$ cat config.mk
export PLATFORM = sky130hd
export DESIGN_NAME = ctrl_fsm
export DESIGN_NICKNAME = d
export VERILOG_FILES = /design/src/rtl/ctrl_pkg.sv /design/src/rtl/cond_eval.sv /design/src/rtl/ctrl_fsm.sv
export SDC_FILE = /design/constraint.sdc
export NUM_CORES = 1
export LEC_CHECK = 0
export CAP_MARGIN = 20
export CORE_UTILIZATION = 31
export DETAILED_ROUTE_END_ITERATION = 8
export GPL_TIMING_DRIVEN = 0
export PLACE_DENSITY = 0.84
export SYNTH_ARGS = -nofsm -noshare
export SYNTH_HDL_FRONTEND = slang
export SYNTH_SLANG_ARGS = --single-unit
$ cat constraint.sdc
create_clock -name clk -period 3.2 [get_ports clk]
set_input_delay 0.32 -clock clk [delete_from_list [all_inputs] [get_ports clk]]
set_output_delay 0.32 -clock clk [all_outputs]
set_load 0.02 [all_outputs]
$ cat src/rtl/ctrl_pkg.sv
// Shared encodings for the CR16-subset control path: states, opcode/ext fields,
// condition codes, PC/writeback select values and PSR bit positions.
package ctrl_pkg;

  typedef enum logic [1:0] {
    StFetch = 2'd0,
    StLatch = 2'd1,
    StExec  = 2'd2,
    StWb    = 2'd3
  } state_e;

  // Primary opcodes, instr[15:12]
  localparam logic [3:0] OpRtype = 4'b0000;
  localparam logic [3:0] OpAndi  = 4'b0001;
  localparam logic [3:0] OpOri   = 4'b0010;
  localparam logic [3:0] OpXori  = 4'b0011;
  localparam logic [3:0] OpMem   = 4'b0100;
  localparam logic [3:0] OpAddi  = 4'b0101;
  localparam logic [3:0] OpShift = 4'b1000;
  localparam logic [3:0] OpSubi  = 4'b1001;
  localparam logic [3:0] OpCmpi  = 4'b1011;
  localparam logic [3:0] OpBcond = 4'b1100;
  localparam logic [3:0] OpMovi  = 4'b1101;
  localparam logic [3:0] OpLui   = 4'b1111;

  // Extended opcodes, instr[7:4]
  localparam logic [3:0] ExtAdd   = 4'b0101;
  localparam logic [3:0] ExtAddu  = 4'b0110;
  localparam logic [3:0] ExtAddc  = 4'b0111;
  localparam logic [3:0] ExtSub   = 4'b1001;
  localparam logic [3:0] ExtCmp   = 4'b1011;
  localparam logic [3:0] ExtLoad  = 4'b0000;
  localparam logic [3:0] ExtStor  = 4'b0100;
  localparam logic [3:0] ExtJal   = 4'b1000;
  localparam logic [3:0] ExtJcond = 4'b1100;

  // Condition codes, instr[11:8]
  localparam logic [3:0] CondEq = 4'b0000;
  localparam logic [3:0] CondNe = 4'b0001;
  localparam logic [3:0] CondCs = 4'b0010;
  localparam logic [3:0] CondCc = 4'b0011;
  localparam logic [3:0] CondHi = 4'b0100;
  localparam logic [3:0] CondLs = 4'b0101;
  localparam logic [3:0] CondGt = 4'b0110;
  localparam logic [3:0] CondLe = 4'b0111;
  localparam logic [3:0] CondFs = 4'b1000;
  localparam logic [3:0] CondFc = 4'b1001;
  localparam logic [3:0] CondLo = 4'b1010;
  localparam logic [3:0] CondHs = 4'b1011;
  localparam logic [3:0] CondLt = 4'b1100;
  localparam logic [3:0] CondGe = 4'b1101;
  localparam logic [3:0] CondUc = 4'b1110;

  localparam logic [1:0] PcSelInc  = 2'b00;
  localparam logic [1:0] PcSelDisp = 2'b01;
  localparam logic [1:0] PcSelReg  = 2'b10;

  localparam logic [1:0] WbSelAlu  = 2'b00;
  localparam logic [1:0] WbSelMem  = 2'b01;
  localparam logic [1:0] WbSelLink = 2'b10;

  localparam int unsigned PsrC = 0;
  localparam int unsigned PsrL = 2;
  localparam int unsigned PsrF = 5;
  localparam int unsigned PsrZ = 6;
  localparam int unsigned PsrN = 7;

  // Immediate-form ALU opcodes that share the R-type execute behaviour
  function automatic logic is_imm_alu(logic [3:0] op);
    return (op == OpAndi) || (op == OpOri) || (op == OpXori) || (op == OpAddi) ||
           (op == OpSubi) || (op == OpCmpi) || (op == OpMovi) || (op == OpLui);
  endfunction

endpackage

$ cat src/rtl/cond_eval.sv
// Combinational branch/jump condition evaluator over the PSR flags.
module cond_eval
  import ctrl_pkg::*;
(
  input  logic [3:0]  cond,
  input  logic [15:0] psr,
  output logic        take
);

  logic w_c, w_l, w_f, w_z, w_n;
  logic w_unused_psr;

  assign w_c = psr[PsrC];
  assign w_l = psr[PsrL];
  assign w_f = psr[PsrF];
  assign w_z = psr[PsrZ];
  assign w_n = psr[PsrN];
  assign w_unused_psr = ^{psr[15:8], psr[4:3], psr[1]};

  always_comb begin
    take = 1'b0;
    case (cond)
      CondEq:  take = w_z;
      CondNe:  take = ~w_z;
      CondCs:  take = w_c;
      CondCc:  take = ~w_c;
      CondHi:  take = w_l;
      CondLs:  take = ~w_l;
      CondGt:  take = w_n;
      CondLe:  take = ~w_n;
      CondFs:  take = w_f;
      CondFc:  take = ~w_f;
      CondLo:  take = ~w_l & ~w_z;
      CondHs:  take = w_l | w_z;
      CondLt:  take = ~w_n & ~w_z;
      CondGe:  take = w_n | w_z;
      CondUc:  take = 1'b1;
      default: take = 1'b0;
    endcase
  end

endmodule

$ cat src/rtl/ctrl_fsm.sv
// Multi-cycle FETCH/LATCH/EXEC/WB sequencer for the CR16-subset datapath.
// Define CTRL_MEM_WAIT_EN to add the mem_ready handshake on fetch, load and store.
module ctrl_fsm
  import ctrl_pkg::*;
(
  input  logic        clk,
  input  logic        reset_n,
  input  logic [15:0] instr,
  input  logic [15:0] psr,
`ifdef CTRL_MEM_WAIT_EN
  input  logic        mem_ready,
`endif
  output logic        pc_en,
  output logic        instr_en,
  output logic        cmp_f_en,
  output logic        of_f_en,
  output logic        z_f_en,
  output logic        rf_wr_en,
  output logic        mem_wr_en,
  output logic        addr_sel,
  output logic [1:0]  pc_sel,
  output logic [1:0]  wb_sel,
  output logic        imm_sel,
  output logic [1:0]  state
);

  state_e     r_state;
  state_e     w_state_next;
  logic [3:0] w_op;
  logic [3:0] w_ext;
  logic [3:0] w_cond;
  logic       w_take;
  logic       w_mem_ready;
  logic       w_is_cmp;
  logic       w_is_add;
  logic       w_unused_instr;

`ifdef CTRL_MEM_WAIT_EN
  assign w_mem_ready = mem_ready;
`else
  assign w_mem_ready = 1'b1;
`endif

  assign w_op   = instr[15:12];
  assign w_cond = instr[11:8];
  assign w_ext  = instr[7:4];
  assign w_unused_instr = ^instr[3:0];

  assign w_is_cmp = ((w_op == OpRtype) && (w_ext == ExtCmp)) || (w_op == OpCmpi);
  assign w_is_add = ((w_op == OpRtype) &&
                     ((w_ext == ExtAdd) || (w_ext == ExtAddu) ||
                      (w_ext == ExtAddc) || (w_ext == ExtSub))) ||
                    (w_op == OpAddi) || (w_op == OpSubi);

  cond_eval u_cond_eval (
    .cond (w_cond),
    .psr  (psr),
    .take (w_take)
  );

  always_ff @(posedge clk or negedge reset_n) begin
    if (!reset_n) begin
      r_state <= StFetch;
    end else begin
      r_state <= w_state_next;
    end
  end

  assign state = r_state;

  always_comb begin
    w_state_next = r_state;
    pc_en        = 1'b0;
    instr_en     = 1'b0;
    cmp_f_en     = 1'b0;
    of_f_en      = 1'b0;
    z_f_en       = 1'b0;
    rf_wr_en     = 1'b0;
    mem_wr_en    = 1'b0;
    addr_sel     = 1'b0;
    pc_sel       = PcSelInc;
    wb_sel       = WbSelAlu;
    imm_sel      = 1'b0;

    case (r_state)
      StFetch: begin
        if (w_mem_ready) w_state_next = StLatch;
      end

      StLatch: begin
        instr_en     = 1'b1;
        w_state_next = StExec;
      end

      StExec: begin
        w_state_next = StFetch;
        if ((w_op == OpRtype) || is_imm_alu(w_op)) begin
          pc_en   = 1'b1;
          imm_sel = (w_op != OpRtype);
          of_f_en = w_is_add;
          // Compares only update flags, never the destination register
          if (w_is_cmp) begin
            cmp_f_en = 1'b1;
            z_f_en   = 1'b1;
          end else begin
            rf_wr_en = 1'b1;
          end
        end else begin
          case (w_op)
            OpShift: begin
              rf_wr_en = 1'b1;
              pc_en    = 1'b1;
            end
            OpBcond: begin
              pc_en  = 1'b1;
              pc_sel = w_take ? PcSelDisp : PcSelInc;
            end
            OpMem: begin
              case (w_ext)
                ExtLoad: begin
                  addr_sel     = 1'b1;
                  w_state_next = w_mem_ready ? StWb : StExec;
                end
                ExtStor: begin
                  addr_sel  = 1'b1;
                  mem_wr_en = 1'b1;
                  pc_en     = w_mem_ready;
                  if (!w_mem_ready) w_state_next = StExec;
                end
                ExtJcond: begin
                  pc_en  = 1'b1;
                  pc_sel = w_take ? PcSelReg : PcSelInc;
                end
                ExtJal: begin
                  rf_wr_en = 1'b1;
                  wb_sel   = WbSelLink;
                  pc_sel   = PcSelReg;
                  pc_en    = 1'b1;
                end
                default: pc_en = 1'b1;
              endcase
            end
            default: pc_en = 1'b1;
          endcase
        end
      end

      StWb: begin
        rf_wr_en     = 1'b1;
        wb_sel       = WbSelMem;
        pc_en        = 1'b1;
        w_state_next = StFetch;
      end

      default: w_state_next = StFetch;
    endcase
  end

endmodule

==> results.md, run 1 <==
* Outcome: complete, no violations
* Sw Ratio at 0.433
* Post-DRT Antenna Nets at 0
* XOR/XNOR share of the synthesized area at 0.0524
* CTS Root Cell: clkbuf_4
* Placed wire-length estimate at between 1 and 1.5 mm
* Flop pwr share at 0.167
* Ys async rst share at 1.00
* Post_cts resized at 0
* Antenna diodes at 0
* TritonCTS clock tree: done
* Cell Int Power at 200 µW
* Crit. End Element: primary output
* Clk sinks at 2
* Setup Fix Bufs, Post-CTS at 0
* Max FFs per register at 2
* Mux cell area share after synthesis at 0.0200
* Detailed Route WL at approximately 1.5 mm
* Largest area contributor in the netlist: dfrtp_1
* Pwr dens at 413 nW/µm²
* Post-synth EDFFs at 0
* Drt pass-1 iters at 6
* Crit path DAT at 2.62 ns
* Critical path peak fanout at 7
* Avg Inst Size Synth at 6.97 µm²
* # rows at 14
* Leakage power at 0.310 nW
* Mapped Cells at around 70
* Synth top area share at 0.0998
* Flop2flop setup slack at 2.06 ns
* Top cells by count, synth: a21oi_1 (6), nand2_1 (5), nor2_1 (5)
* Synthesized area at between 500 and 600 µm²
* Worst vdd ir at between 150 and 200 µV
* Worst-path clk slew at 0.03 ns
* Crit Path Class: input port to primary output
* Vias/cell at 5.44
* Minimum clock period at about 2.9 ns
* Netlist cell types at 39
* Simple-Gate Fraction of Synth Area at 0.454
* First-pass GRT wire length at 2.35 mm
* Final hold vios at 0
* Most used cell, CP: clkdlybuf4s50_1
* Comb power frac at 0.665
* Fraction of layout cells with a size suffix above 1 at 0.123
* CTS buffer count at 3
* # DRC at 0
* Initial antenna violation count at 0
* Top_reg_cell synth: dfrtp_1
* Pins Over Slew Limit at 0
* Vias at 664
* Final setup vio count at 0
* Full die area at 1780 µm²
* Adder-Cell Fraction of Synth Area at 0
* Startpoint types: input port
* Number of synthesized register bits at 2
* Largest net degree at the start of global routing at 11
* Avg WL per Cell at between 10 and 15 µm
* R2R Path End: state[1]
* CTS max path bufs at 2
* Sequential-to-total area share from yosys stat at 0.0998
* Final core occ at 0.567
* Critical-path cell list: clkdlybuf4s50_1, or3b_4, nor4_4, nand2_2, a211oi_1, clkdlybuf4s50_1
* Max Clock Freq at 0.340 GHz
* Grt total ovfl at 0
* Critical path's largest stage delay at 0.65 ns
* Nets@finish at about 140
* Vias in the first global route at 578
* Setup TNS at 0 ns
* H-tree Lvls at 1
* Port Buffer Count at 31
* Fillers at 143
* Hold/Removal Path Class: input port to async pin
* Req. time, crit path at 2.88 ns
* Synth warn at 0
* Fin crit share at 0.919
* Area grow syn2layout at 70.3%
* Global placement routability congestion at 0.779
* Largest family of logic cells by synthesized area: simple AND/OR/NAND/NOR gates
* R2R depth at 4
* Initial core utilization at 0.333
* Iteration-0 DRC Markers at 16
* Hold buffers post-CTS at 0
* Origin of the critical flop-to-flop path: state[1]
* Most numerous cell in the Yosys netlist: a21oi_1
* Clock power frac at 0.169
* Width of the die at 42.2 µm
* Compound-Gate Fraction of Synth Area at 0.304
* Sw Pwr at 153 µW
* CORE AREA at 1510 µm²
* Crit path max-delay cell type: clkdlybuf4s50_1
* Unrepaired setup endpoints after global routing: no
* Max transition margin at 0.761
* GRT Util Overall at 0.174
* Syn_nets at roughly 110
* Boundary Pins at 49
* Count of buffer and inverter cells on the critical path at 2
* Synth top area cells: dfrtp_1 (10%), a21oi_1 (6.0%), nand2b_1 (5.0%)
* MaxCap Viol Count at 0
* Tightest Pin Transition at between 0.3 and 0.4 ns
* Die H at 42.2 µm
* Clk_skew at ~0.0045 ns
* Clock insertion delay at the later pin of the skew report at 0.24 ns
* Top Family by Delay on Critical Path: buffers and inverters
## layout make-up
class | count | area [µm²] | area share
Multi-Input combinational cell | 63 | 417 | 0.488
Timing Repair Buffer | 31 | 310 | 0.363
Sequential cell | 2 | 50.0 | 0.0586
Buffer | 4 | 23.8 | 0.0278
Clock buffer | 3 | 22.5 | 0.0264
Tap cell | 16 | 20.0 | 0.0234
Inverter | 3 | 11.3 | 0.0132
## per-stage QoR
| stage | area, µm² | power, mW | setup slack (ns) | std cells | hold WS (ns) |
|---|---|---|---|---|---|
| global placement | 832 | 0.290 | 0.322 | 119 | 0.490 |
| finish | 855 | 0.353 | 0.258 | 122 | 0.253 |
| floorplan | 502 | 0.176 | 1.14 | 72 | 0.0244 |
| CTS | 855 | 0.356 | 0.278 | 122 | 0.250 |
| detailed placement | 832 | 0.292 | 0.275 | 119 | 0.502 |
| global route | 855 | 0.377 | 0.165 | 122 | 0.256 |
## power groups by stage
stage	sequential (mW)	clock, mW	combinational (mW)
after detailed placement	0.0586	0	0.234
after global placement	0.0585	0	0.232
after global routing	0.0620	0.0638	0.251
after floorplan	0.0694	0	0.106
after CTS	0.0587	0.0621	0.235
final	0.0589	0.0595	0.234
## layout by cell type, fill, tap and decap left out, types with 2 or more instances in the layout
master	instances
clkdlybuf4s50_1	31
a21oi_1	6
nand2_1	5
nor2_1	5
nand3_1	4
nand2b_1	4
nor3_1	4
o21ai_0	3
clkbuf_4	3
inv_1	2
o21a_1	2
o22ai_1	2
buf_4	2
xor2_1	2
nor3b_1	2
a211oi_1	2
nor2b_1	2
dfrtp_1	2
## logic make-up (layout without fill, tap and decap cells)
logic type,Yosys count,count (layout)
flip-flops,2,2
XOR/XNOR,3,3
AND/OR/NAND/NOR,37,37
buffers and inverters,7,41
multiplexers,1,1
AO/OA/AOI/OAI,22,22
## worst max-delay path by stage
stage	from	to	slack (ns)	cells past startpoint
after floorplan	instr[9]	pc_sel[1]	1.14	6
after global placement	instr[14]	pc_sel[1]	0.32	6
after detailed placement	instr[14]	pc_sel[1]	0.27	6
after CTS	instr[14]	pc_sel[1]	0.28	6
after global routing	instr[14]	pc_sel[1]	0.16	6
final	instr[14]	pc_sel[1]	0.26	6
## routing by layer
layer,global-route usage,vias to the layer above,share of wire,wire length [µm]
met5,0,-,0,0
met2,0.308,20,0.52,761
li1,-,336,-,-
met4,0.0938,0,0.0096,14
met3,0.0431,2,0.043,62
met1,0.186,306,0.42,614
Note: power is estimated with default switching activity, not from simulation.
==> run 2: changes to the inputs <==
--- a/config.mk
+++ b/config.mk
@@ -8,6 +8,7 @@
 export CAP_MARGIN = 20
 export CORE_UTILIZATION = 31
 export DETAILED_ROUTE_END_ITERATION = 8
+export GPL_ROUTABILITY_DRIVEN = 0
 export GPL_TIMING_DRIVEN = 0
 export PLACE_DENSITY = 0.84
 export SYNTH_ARGS = -nofsm -noshare
==> results of run 2 <==
No change in the layout: final DEF, timing and power equal those of run 1.
